File: src/rtl/shared_adder_arbiter.sv
// shared_adder_arbiter: round-robin arbiter sharing one registered W-bit adder between N requesters
module shared_adder_arbiter #(
    parameter int W   = 4,
    parameter int N   = 4,
    parameter int IDW = $clog2(N)
) (
    input  logic             clk,
    input  logic             rst_n,
    input  logic [N-1:0]     req_valid,
    input  logic [N*W-1:0]   req_a,
    input  logic [N*W-1:0]   req_b,
    output logic [N-1:0]     req_ready,
    output logic             rsp_valid,
    output logic [W:0]       rsp_sum,
    output logic [IDW-1:0]   rsp_id,
    input  logic             rsp_ready,
    output logic             busy
);
    typedef enum logic {S_EMPTY = 1'b0, S_FULL = 1'b1} state_t;
    state_t           r_state;
    state_t           w_next;
    logic [IDW-1:0]   r_ptr;
    logic [IDW-1:0]   r_id;
    logic [W:0]       r_sum;
    logic [2*N-1:0]   w_rot;
    logic [IDW-1:0]   w_gnt_id;
    logic [N-1:0]     w_grant;
    logic [W-1:0]     w_a;
    logic [W-1:0]     w_b;
    logic             w_any;
    logic             w_can_accept;
    logic             w_accept;
    // Rotate requests so bit k is requester ptr+k; scan far-to-near so the nearest valid one wins
    always_comb begin
        w_rot    = {req_valid, req_valid} >> r_ptr;
        w_any    = 1'b0;
        w_gnt_id = '0;
        for (int k = N - 1; k >= 0; k--) begin
            if (w_rot[k]) begin
                w_any    = 1'b1;
                w_gnt_id = IDW'((int'(r_ptr) + k) % N);
            end
        end
    end
    // Operand mux for the granted requester
    always_comb begin
        w_a = '0;
        w_b = '0;
        for (int k = 0; k < N; k++) begin
            if (w_gnt_id == IDW'(k)) begin
                w_a = req_a[k*W +: W];
                w_b = req_b[k*W +: W];
            end
        end
    end
    // Accept whenever the slot is free or being drained this cycle
    always_comb begin
        w_can_accept = (r_state == S_EMPTY) | rsp_ready;
        w_accept     = w_any & w_can_accept;
        w_grant      = w_any ? (N'(1) << w_gnt_id) : '0;
    end
    // Slot state register
    always_ff @(posedge clk or negedge rst_n) begin
        if (!rst_n) r_state <= S_EMPTY;
        else        r_state <= w_next;
    end
    // Next state: an accept always fills the slot; a full slot only empties when drained
    always_comb begin
        w_next = w_accept ? S_FULL : ((r_state == S_FULL) && !rsp_ready) ? S_FULL : S_EMPTY;
    end
    // Outputs; req_ready is gated by rst_n so nothing is handshaken while in reset
    always_comb begin
        rsp_valid = (r_state == S_FULL);
        busy      = (r_state == S_FULL);
        rsp_sum   = r_sum;
        rsp_id    = r_id;
        req_ready = w_grant & {N{w_can_accept & rst_n}};
    end
    // Result slot and round-robin pointer advance only on an accept
    always_ff @(posedge clk or negedge rst_n) begin
        if (!rst_n) begin
            r_sum <= '0;
            r_id  <= '0;
            r_ptr <= '0;
        end else if (w_accept) begin
            r_sum <= {1'b0, w_a} + {1'b0, w_b};
            r_id  <= w_gnt_id;
            r_ptr <= (w_gnt_id == IDW'(N - 1)) ? '0 : w_gnt_id + 1'b1;
        end
    end
endmodule

File: config.mk
export PLATFORM = sky130hd
export DESIGN_NAME = shared_adder_arbiter
export DESIGN_NICKNAME = d
export VERILOG_FILES = /design/src/rtl/shared_adder_arbiter.sv
export SDC_FILE = /design/constraint.sdc
export NUM_CORES = 1
export LEC_CHECK = 0
export ABC_AREA = 1
export BUFFER_PORTS_ARGS = -buffer_cell sky130_fd_sc_hd__buf_2
export CAP_MARGIN = 10
export CORE_MARGIN = 2
export CORE_UTILIZATION = 45
export DETAILED_ROUTE_END_ITERATION = 12
export GPL_ROUTABILITY_DRIVEN = 1
export MAX_ROUTING_LAYER = met4
export PLACE_DENSITY = 0.82
export SLEW_MARGIN = 20
export SYNTH_ARGS = -nofsm -noshare
export SYNTH_HDL_FRONTEND = slang
export SYNTH_SLANG_ARGS = --single-unit
File: constraint.sdc
create_clock -name clk -period 4.1 [get_ports clk]
set_input_delay 0.82 -clock clk [delete_from_list [all_inputs] [get_ports clk]]
set_output_delay 0.82 -clock clk [all_outputs]
set_load 0.01 [all_outputs]
==> impl_metrics.py, run 1 <==
metrics = {
    "status": {
        "status": "finished, final reports clean",
    },
    "final_layout": {
        "fin_area_sq_um": 1370,
        "drive_gt1_frac": 0.317,
        "n_antenna_cell": 0,
        "nets": 268,
        "fill_cells": 226,
        "area_delta_synth_final_pct": 24.0,
    },
    "clock_tree": {
        "numCtsBuffers": 3,
        "htree_levels": 1,
        "cts_tree": "done",
        "holdBufCountCts": 0,
        "clk_latency_ns": 0.26,
        "cts_buffer_depth": 2,
        "post_cts_buffers": 0,
        "clkSinkCount": 10,
        "clk_pin_slew_ns": 0.06,
        "clockRootBuffer": "clkbuf_4",
        "ctsResizeCount": 0,
    },
    "timing": {
        "timing.setup.tns_ns": 0,
        "setup_viol": 0,
        "min_period_over_period": 0.840,
        "period_minus_slack_ns": 3.44,
        "skew_ns": 0.00204,
        "maxSlewViolCount": 0,
        "fmax_mhz": 290,
        "slew_headroom": 0.696,
        "hold_viol": 0,
        "rsz0062_at_grt": "no",
        "tightestPinTransition_ns": 0.456,
    },
    "hold_path": {
        "hp-class": "input port to asynchronous set/reset pin",
    },
    "placed_design": {
        "gp_congestion": 0.804,
        "dpl-instance-area_sq_um": 1350,
        "port_buffers": 51,
        "place_hpwl_mm": 2.21,
    },
    "critical_path": {
        "regToRegEndpoint": "rsp_sum[2]$_DFFE_PN0P_",
        "slowest_delay_ns": 0.62,
        "cp_num_buf_inv": 4,
        "crit_family": "adder cells",
        "critPathKind": "flop to flop",
        "cp_data_required_time_ns": 4.25,
        "critPathMostFrequentCell": "nand2_1",
        "setup.worst_path.start": "r_ptr[0]$_DFFE_PN0P_",
        "r2r_slack_ns": 0.66,
        "crit_chain": "inv_6, nand2_1, nand3_1, nand2_1, inv_1, nand2_1, nand2_1, nand2_1, ha_1, inv_1, nand2_1, inv_1, a22oi_1, nand2_1, o21ai_0, a21oi_1, ha_1, fa_1, xnor2_1, o21ai_2",
        "cp-start-kind": "flop",
        "critPathSlowestCell": "dfrtp_1",
        "cp_max_fo": 10,
        "crit_arrival_ns": 3.60,
        "r2r-start": "r_ptr[0]$_DFFE_PN0P_",
        "r2r_cells": 20,
        "crit_path_end_kind": "flop",
    },
    "synthesis": {
        "synth_compound_area_frac": 0.163,
        "synth_cells": 171,
        "synth_xor_xnor_area_share": 0.0238,
        "synth_top_family_by_area": "simple AND/OR/NAND/NOR gates",
        "synth.avg_cell_area_sq_um": 6.46,
        "syn_area_sq_um": 1100,
        "yosys.area_share.simple": 0.366,
        "synth_cell_types": 25,
        "ys_ff_latch": 10,
        "synth_nets": 219,
        "synth-warning-count": 0,
        "yosys-mux-area-fraction": 0,
        "ys_seq_area_frac": 0.227,
        "synth_adder_area_share": 0.109,
    },
    "floorplanning": {
        "rows": 17,
        "fp.dieW_um": 53.6,
        "start_util": 0.485,
        "die_area_sq_um": 2870,
        "core-area_sq_um": 2280,
        "ios": 52,
        "die_y_um": 53.6,
    },
    "detailed_routing": {
        "wl_mm": 2.62,
        "antenna_left": 0,
        "wl_per_cell_um": 10.7,
        "post_drt_via_cell_ratio": 4.77,
        "drc": 0,
        "detail_route.iter0.violations": 24,
        "num_vias": 1174,
        "firstDrtPassIters": 4,
    },
    "global_routing": {
        "grt_pass1_wl_mm": 4.03,
        "grt_overflow": 0,
        "grt_max_degree": 17,
        "antenna_found_initial": 0,
        "grt.total_usage": 0.195,
        "grt_pass1_vias": 961,
    },
    "flow_run": {
        "max-cap-violations": 0,
    },
}
==> synth_stat cells (all sizes together) <==
cell	instances	share of area
a21oi	10	0.045
a22oi	7	0.048
and2	1	0.0057
buf	5	0.036
clkbuf	2	0.0068
dfrtp	10	0.23
fa	1	0.018
ha	8	0.091
inv	19	0.069
nand2	63	0.23
nand3	14	0.072
nor2	11	0.042
nor3	3	0.014
o21ai	14	0.070
xnor2	3	0.024
==> placed cells by master (no fill, tap or decap), types with 2 or more instances in the layout <==
cell type	instances
a22oi_1	7
clkbuf_4	3
o21ai_2	2
inv_1	16
nand3_2	2
ha_1	8
inv_2	2
nor3_1	3
nand3_1	12
nor2_2	2
buf_2	51
nand2_2	5
nand2_1	57
xnor2_1	3
dfrtp_1	10
a21oi_1	10
o21ai_0	10
nor2_1	9
o21ai_1	2
==> per-stage QoR <==
step / util / cells / setup slack (ns) / hold WS (ns)
CTS: 0.602 / 246 / 0.682 / 0.407
global placement: 0.592 / 243 / 0.518 / 0.465
detailed placement: 0.592 / 243 / 0.421 / 0.460
floorplan: - / 171 / 0.899 / 0.514
finish: 0.602 / 246 / 0.655 / 0.408
global route: 0.602 / 246 / 0.302 / 0.412
==> registers in the layout, indices dropped and copies added (netlist names) <==
| register | flops |
|---|---|
| busy | 1 |
| r_ptr | 2 |
| rsp_id | 2 |
| rsp_sum | 5 |
==> routing by layer <==
layer	routed length, um	global-route usage
met2	1130	0.272
met1	1280	0.286
met5	0	-
met3	194	0.0222
met4	21	0.0769
==> kinds of logic after synthesis <==
kind of cell               count (synthesis)
and+or+nand+nor                           92
AOI/OAI and AO/OA                         31
buffers and inverters                     26
DFF                                       10
adders and majority gates                  9
xor gates and xnor gates                   3
==> area by class of cell <==
| cell class | count | area, sq um | share of cell area |
|---|---|---|---|
| inverters | 19 | 76.3 | 0.0557 |
| flip-flops and latches | 10 | 250 | 0.183 |
| multi-input cells | 135 | 731 | 0.533 |
| well taps | 28 | 35.0 | 0.0256 |
| repair buffers | 51 | 255 | 0.186 |
| clock buffers | 3 | 22.5 | 0.0164 |
==> worst max path at each step <==
| stage | cells past startpoint | slack [ns] | endpoint |
|---|---|---|---|
| 4_1_cts | 20 | 0.68 | rsp_sum[2]$_DFFE_PN0P_ |
| 3_5_place_dp | 21 | 0.42 | rsp_sum[2]$_DFFE_PN0P_ |
| 5_1_grt | 21 | 0.30 | rsp_sum[3]$_DFFE_PN0P_ |
| 6_report | 20 | 0.66 | rsp_sum[2]$_DFFE_PN0P_ |
| 3_3_place_gp | 20 | 0.52 | rsp_sum[2]$_DFFE_PN0P_ |
| 2_1_floorplan | 19 | 0.90 | rsp_sum[2]$_DFFE_PN0P_ |
Power of run 1 is left out: the tool's default activity adds up to more than one toggle a clock period on the data nets, which glitch-free logic cannot reach.
==> inputs of run 2 (changes only) <==
Settings changed: CORE_UTILIZATION 45 to 42, PLACE_DENSITY 0.82 to 0.8.
Clock period 4.1 ns to 3.14 ns, I/O delays scaled along.
==> impl_metrics.py, run 2 (synthesis results as in run 1) <==
metrics = {
    "timing": {
        "whs_ns": 0.216,
        "rsz0062_at_grt": "yes",
        "setup_viol": 0,
        "slew_headroom": 0.840,
        "hold_viol": 0,
        "tightestPinTransition_ns": 0.241,
        "min_period_over_period": 0.926,
        "skew_ns": 0.00457,
        "fmax_mhz": 344,
        "period_minus_slack_ns": 2.91,
        "maxSlewViolCount": 0,
    },
    "detailed_routing": {
        "post_drt_via_cell_ratio": 4.80,
        "wl_per_cell_um": 11.3,
        "firstDrtPassIters": 4,
        "num_vias": 1287,
        "drc": 0,
        "detail_route.iter0.violations": 51,
        "antenna_left": 0,
        "wl_mm": 3.02,
    },
    "floorplanning": {
        "core-area_sq_um": 2480,
        "fp.dieW_um": 55.3,
        "rows": 18,
        "ios": 52,
        "die_y_um": 55.3,
        "start_util": 0.446,
        "die_area_sq_um": 3060,
    },
    "critical_path": {
        "regToRegEndpoint": "rsp_sum[3]$_DFFE_PN0P_",
        "cp-start-kind": "flop",
        "crit_path_end_kind": "flop",
        "crit_arrival_ns": 3.05,
        "critPathKind": "flop to flop",
        "r2r_slack_ns": 0.23,
        "crit_path_end": "rsp_sum[3]$_DFFE_PN0P_",
        "cp_max_fo": 8,
        "r2r_cells": 22,
        "cp_data_required_time_ns": 3.29,
        "r2r-start": "r_ptr[0]$_DFFE_PN0P_",
        "setup.worst_path.start": "r_ptr[0]$_DFFE_PN0P_",
    },
    "clock_tree": {
        "cts_buffer_depth": 2,
        "clk_pin_slew_ns": 0.07,
        "cts_tree": "done",
        "numCtsBuffers": 3,
        "clk_latency_ns": 0.26,
        "clkSinkCount": 10,
        "htree_levels": 1,
        "clockRootBuffer": "clkbuf_4",
    },
    "status": {
        "status": "finished, final reports clean",
    },
    "final_layout": {
        "n_antenna_cell": 0,
        "drive_gt1_frac": 0.433,
        "largest_register_ffs": 5,
        "area_delta_synth_final_pct": 42.2,
        "final_cell_mix": "nand2_1 (55), buf_2 (51), buf_4 (18)",
        "fin_area_sq_um": 1570,
        "nets": 287,
        "final_common_cell": "nand2_1",
    },
    "placed_design": {
        "gp_congestion": 0.848,
        "place_hpwl_mm": 2.40,
        "port_buffers": 51,
        "dpl-instance-area_sq_um": 1490,
    },
    "hold_path": {
        "hp-class": "input port to asynchronous set/reset pin",
    },
    "global_routing": {
        "grt.total_usage": 0.191,
        "antenna_found_initial": 0,
        "grt_pass1_vias": 1150,
        "grt_pass1_wl_mm": 4.71,
        "grt_max_degree": 13,
        "grt_overflow": 0,
    },
    "flow_run": {
        "max-cap-violations": 0,
    },
}
## run 2: area by class of cell
type                            instances  area [sq um]
Clock buffer                            4          36.3
Fill cell                             231           906
Inverter                               19          76.3
Multi-Input combinational cell        135           767
Sequential cell                        10           253
Tap cell                               30          37.5
Timing Repair Buffer                   70           402
## run 2: critical path: stages, from the launching register on
cell and delay [ns]:
dfrtp_2 0.48, buf_6 0.16, nand2_1 0.08, nand3_1 0.08, nand2_1 0.08, nand2_1 0.05
nand2_1 0.06, nand2_1 0.04, nand2_1 0.08, nand2_2 0.07, ha_1 0.19, inv_1 0.07
nand2_1 0.06, inv_2 0.12, a22oi_1 0.08, nand2_1 0.06, o21ai_0 0.10, a21oi_2 0.22
ha_1 0.27, nand3_1 0.10, nand2_1 0.09, xnor2_2 0.17, o21ai_2 0.09
## run 2: how the worst min path moves through the flow
stage	start	to	slack, ns	depth (start not counted)
3_3_place_gp	rsp_sum[3]$_DFFE_PN0P_	rsp_sum[3]$_DFFE_PN0P_	0.46	2
2_1_floorplan	rst_n	busy$_DFF_PN0_	0.33	0
6_report	rst_n	rsp_sum[2]$_DFFE_PN0P_	0.22	1
4_1_cts	rst_n	rsp_sum[2]$_DFFE_PN0P_	0.21	1
3_5_place_dp	rsp_id[1]$_DFFE_PN0P_	rsp_id[1]$_DFFE_PN0P_	0.46	2
5_1_grt	rst_n	busy$_DFF_PN0_	0.21	1
## run 2: layer usage
metal / GRT usage / part of all wire
met1: 0.233 / 0.45
met2: 0.320 / 0.49
met3: 0.0351 / 0.054
met4: 0.0592 / 0.0020
met5: - / 0
## run 2: repair_timing
| item | in CTS | in global routing |
|---|---|---|
| resized for setup | 0 | 19 |
| setup buffers | 0 | 1 |
| hold buffers | 0 | 0 |
| endpoints found under the setup margin | 0 | 6 |
## run 2: stage by stage
step	instances	setup TNS (ns)	setup slack [ns]	util
2_1_floorplan	171	0	0.131	-
3_3_place_gp	263	-0.187	-0.0877	0.599
3_5_place_dp	263	-0.253	-0.119	0.599
4_1_cts	267	0	0.00267	0.614
5_1_grt	268	-0.0219	-0.0219	0.634
6_report	268	0	0.231	0.634
Power of run 2 is left out for the same reason.
==> inputs of run 3 (changes only) <==
Settings changed: CORE_UTILIZATION 42 to 30, PLACE_DENSITY 0.8 to 0.62.
==> impl_metrics.py, run 3 (synthesis results as in run 1) <==
metrics = {
    "clock_tree": {
        "cts_buffer_depth": 2,
        "holdBufCountCts": 0,
        "clk_pin_slew_ns": 0.05,
        "htree_levels": 1,
        "clockRootBuffer": "clkbuf_8",
        "numCtsBuffers": 3,
        "clkSinkCount": 10,
        "clk_latency_ns": 0.24,
        "cts_tree": "done",
    },
    "final_layout": {
        "final_cell_mix": "nand2_1 (54), buf_2 (51), buf_4 (20)",
        "nets": 289,
        "largest_register_ffs": 5,
        "n_antenna_cell": 0,
        "drive_gt1_frac": 0.446,
        "area_delta_synth_final_pct": 47.5,
        "final_common_cell": "nand2_1",
        "multi_input_area_sq_um": 764,
        "fill_cells": 361,
        "seqCellArea_sq_um": 253,
    },
    "global_routing": {
        "antenna_found_initial": 0,
        "grt_max_degree": 16,
        "grt_overflow": 0,
        "grt_pass1_wl_mm": 4.59,
        "grt_pass1_vias": 1073,
        "grt.total_usage": 0.141,
    },
    "detailed_routing": {
        "drc": 0,
        "detail_route.iter0.violations": 27,
        "post_drt_via_cell_ratio": 4.43,
        "antenna_left": 0,
        "wl_per_cell_um": 10.1,
        "firstDrtPassIters": 4,
        "wl_mm": 2.92,
        "num_vias": 1276,
    },
    "critical_path": {
        "r2r-start": "r_ptr[0]$_DFFE_PN0P_",
        "r2r_cells": 19,
        "critPathSlowestCell": "dfrtp_2",
        "crit_path_end_kind": "output port",
        "cp-start-kind": "flop",
        "critPathKind": "flop to output port",
        "crit_arrival_ns": 2.35,
        "cp_max_fo": 8,
        "cp_data_required_time_ns": 2.51,
        "setup.worst_path.start": "r_ptr[0]$_DFFE_PN0P_",
        "crit_path_end": "req_ready[3]",
        "regToRegEndpoint": "rsp_sum[3]$_DFFE_PN0P_",
        "r2r_slack_ns": 0.18,
        "crit_chain": "buf_6, nand2_2, nand3_2, nand2_2, nand2_1, nand2_1, nand2_1, nand2_2, buf_4, ha_1, clkinvlp_4, nor3_1, buf_2",
        "slowest_delay_ns": 0.46,
    },
    "timing": {
        "post-route-worst-setup-slack_ns": 0.167,
        "slew_headroom": 0.842,
        "period_minus_slack_ns": 2.97,
        "tightestPinTransition_ns": 0.234,
        "fmax_mhz": 336,
        "skew_ns": 0.00176,
        "hold_viol": 0,
        "setup_viol": 0,
        "min_period_over_period": 0.947,
        "whs_ns": 0.236,
        "maxSlewViolCount": 0,
    },
    "flow_run": {
        "max-cap-violations": 0,
    },
    "hold_path": {
        "hp-class": "input port to asynchronous set/reset pin",
    },
    "floorplanning": {
        "ios": 52,
        "core-area_sq_um": 3610,
        "die_area_sq_um": 4180,
        "start_util": 0.306,
        "die_y_um": 64.7,
        "fp.dieW_um": 64.7,
        "rows": 22,
    },
    "placed_design": {
        "dp_slack_ns": -0.105,
        "gp_congestion": 0.829,
        "port_buffers": 51,
        "place_hpwl_mm": 2.30,
    },
    "status": {
        "status": "finished, final reports clean",
    },
}
## run 3: changes by cell type in the layout (fill, tap and decap cells not counted)
cell and delta:
nand2_2 +1, clkinvlp_4 +1, inv_1 -2, buf_4 +2
nor3_1 +1, inv_2 +1, nor3_2 -1, nand2_1 -1
clkbuf_4 -3, clkbuf_8 +3, o21ai_1 -2, o21ai_0 +2
## run 3: layer usage
| metal | share of wire | global-route usage |
|---|---|---|
| met1 | 0.49 | 0.203 |
| met2 | 0.45 | 0.198 |
| met3 | 0.045 | 0.0174 |
| met4 | 0.018 | 0.0638 |
| met5 | 0 | - |
## run 3: what timing repair did
action,4_1_cts,5_1_grt
endpoints found under the setup margin,0,6
gates resized for setup,0,19
hold endpoints to repair,0,0
buffers inserted,0,7
## run 3: worst max-delay path: cells and delay by family (launching register included)
kind	cells	cell delay, ns
fa+ha+maj	1	0.23
simple gates	8	0.76
buf+inv	4	0.64
flops	1	0.46
## run 3: per-stage QoR
step	util	std cells	setup TNS, ns	cell area, sq um
2_1_floorplan	-	171	0	1100
3_5_place_dp	0.410	277	-0.241	1480
3_3_place_gp	0.410	277	-0.135	1480
5_1_grt	0.452	288	-0.0480	1630
4_1_cts	0.425	281	0	1530
6_report	0.452	288	0	1630
## run 3: cell type report
cell class              count  share of cell area
inverters                  19              0.0492
well taps                  48              0.0369
multi-input cells         135               0.469
clock buffers               4              0.0338
flip-flops and latches     10               0.155
repair buffers             72               0.256
## run 3: worst min-delay path by stage
stage | depth (start not counted) | endpoint | slack (ns)
floorplan | 0 | busy$_DFF_PN0_ | 0.33
global placement | 2 | rsp_sum[4]$_DFFE_PN0P_ | 0.47
detailed placement | 2 | rsp_sum[4]$_DFFE_PN0P_ | 0.46
CTS | 1 | rsp_sum[3]$_DFFE_PN0P_ | 0.24
global route | 1 | rsp_sum[3]$_DFFE_PN0P_ | 0.26
finish | 1 | rsp_sum[3]$_DFFE_PN0P_ | 0.24
Power of run 3 is left out for the same reason.
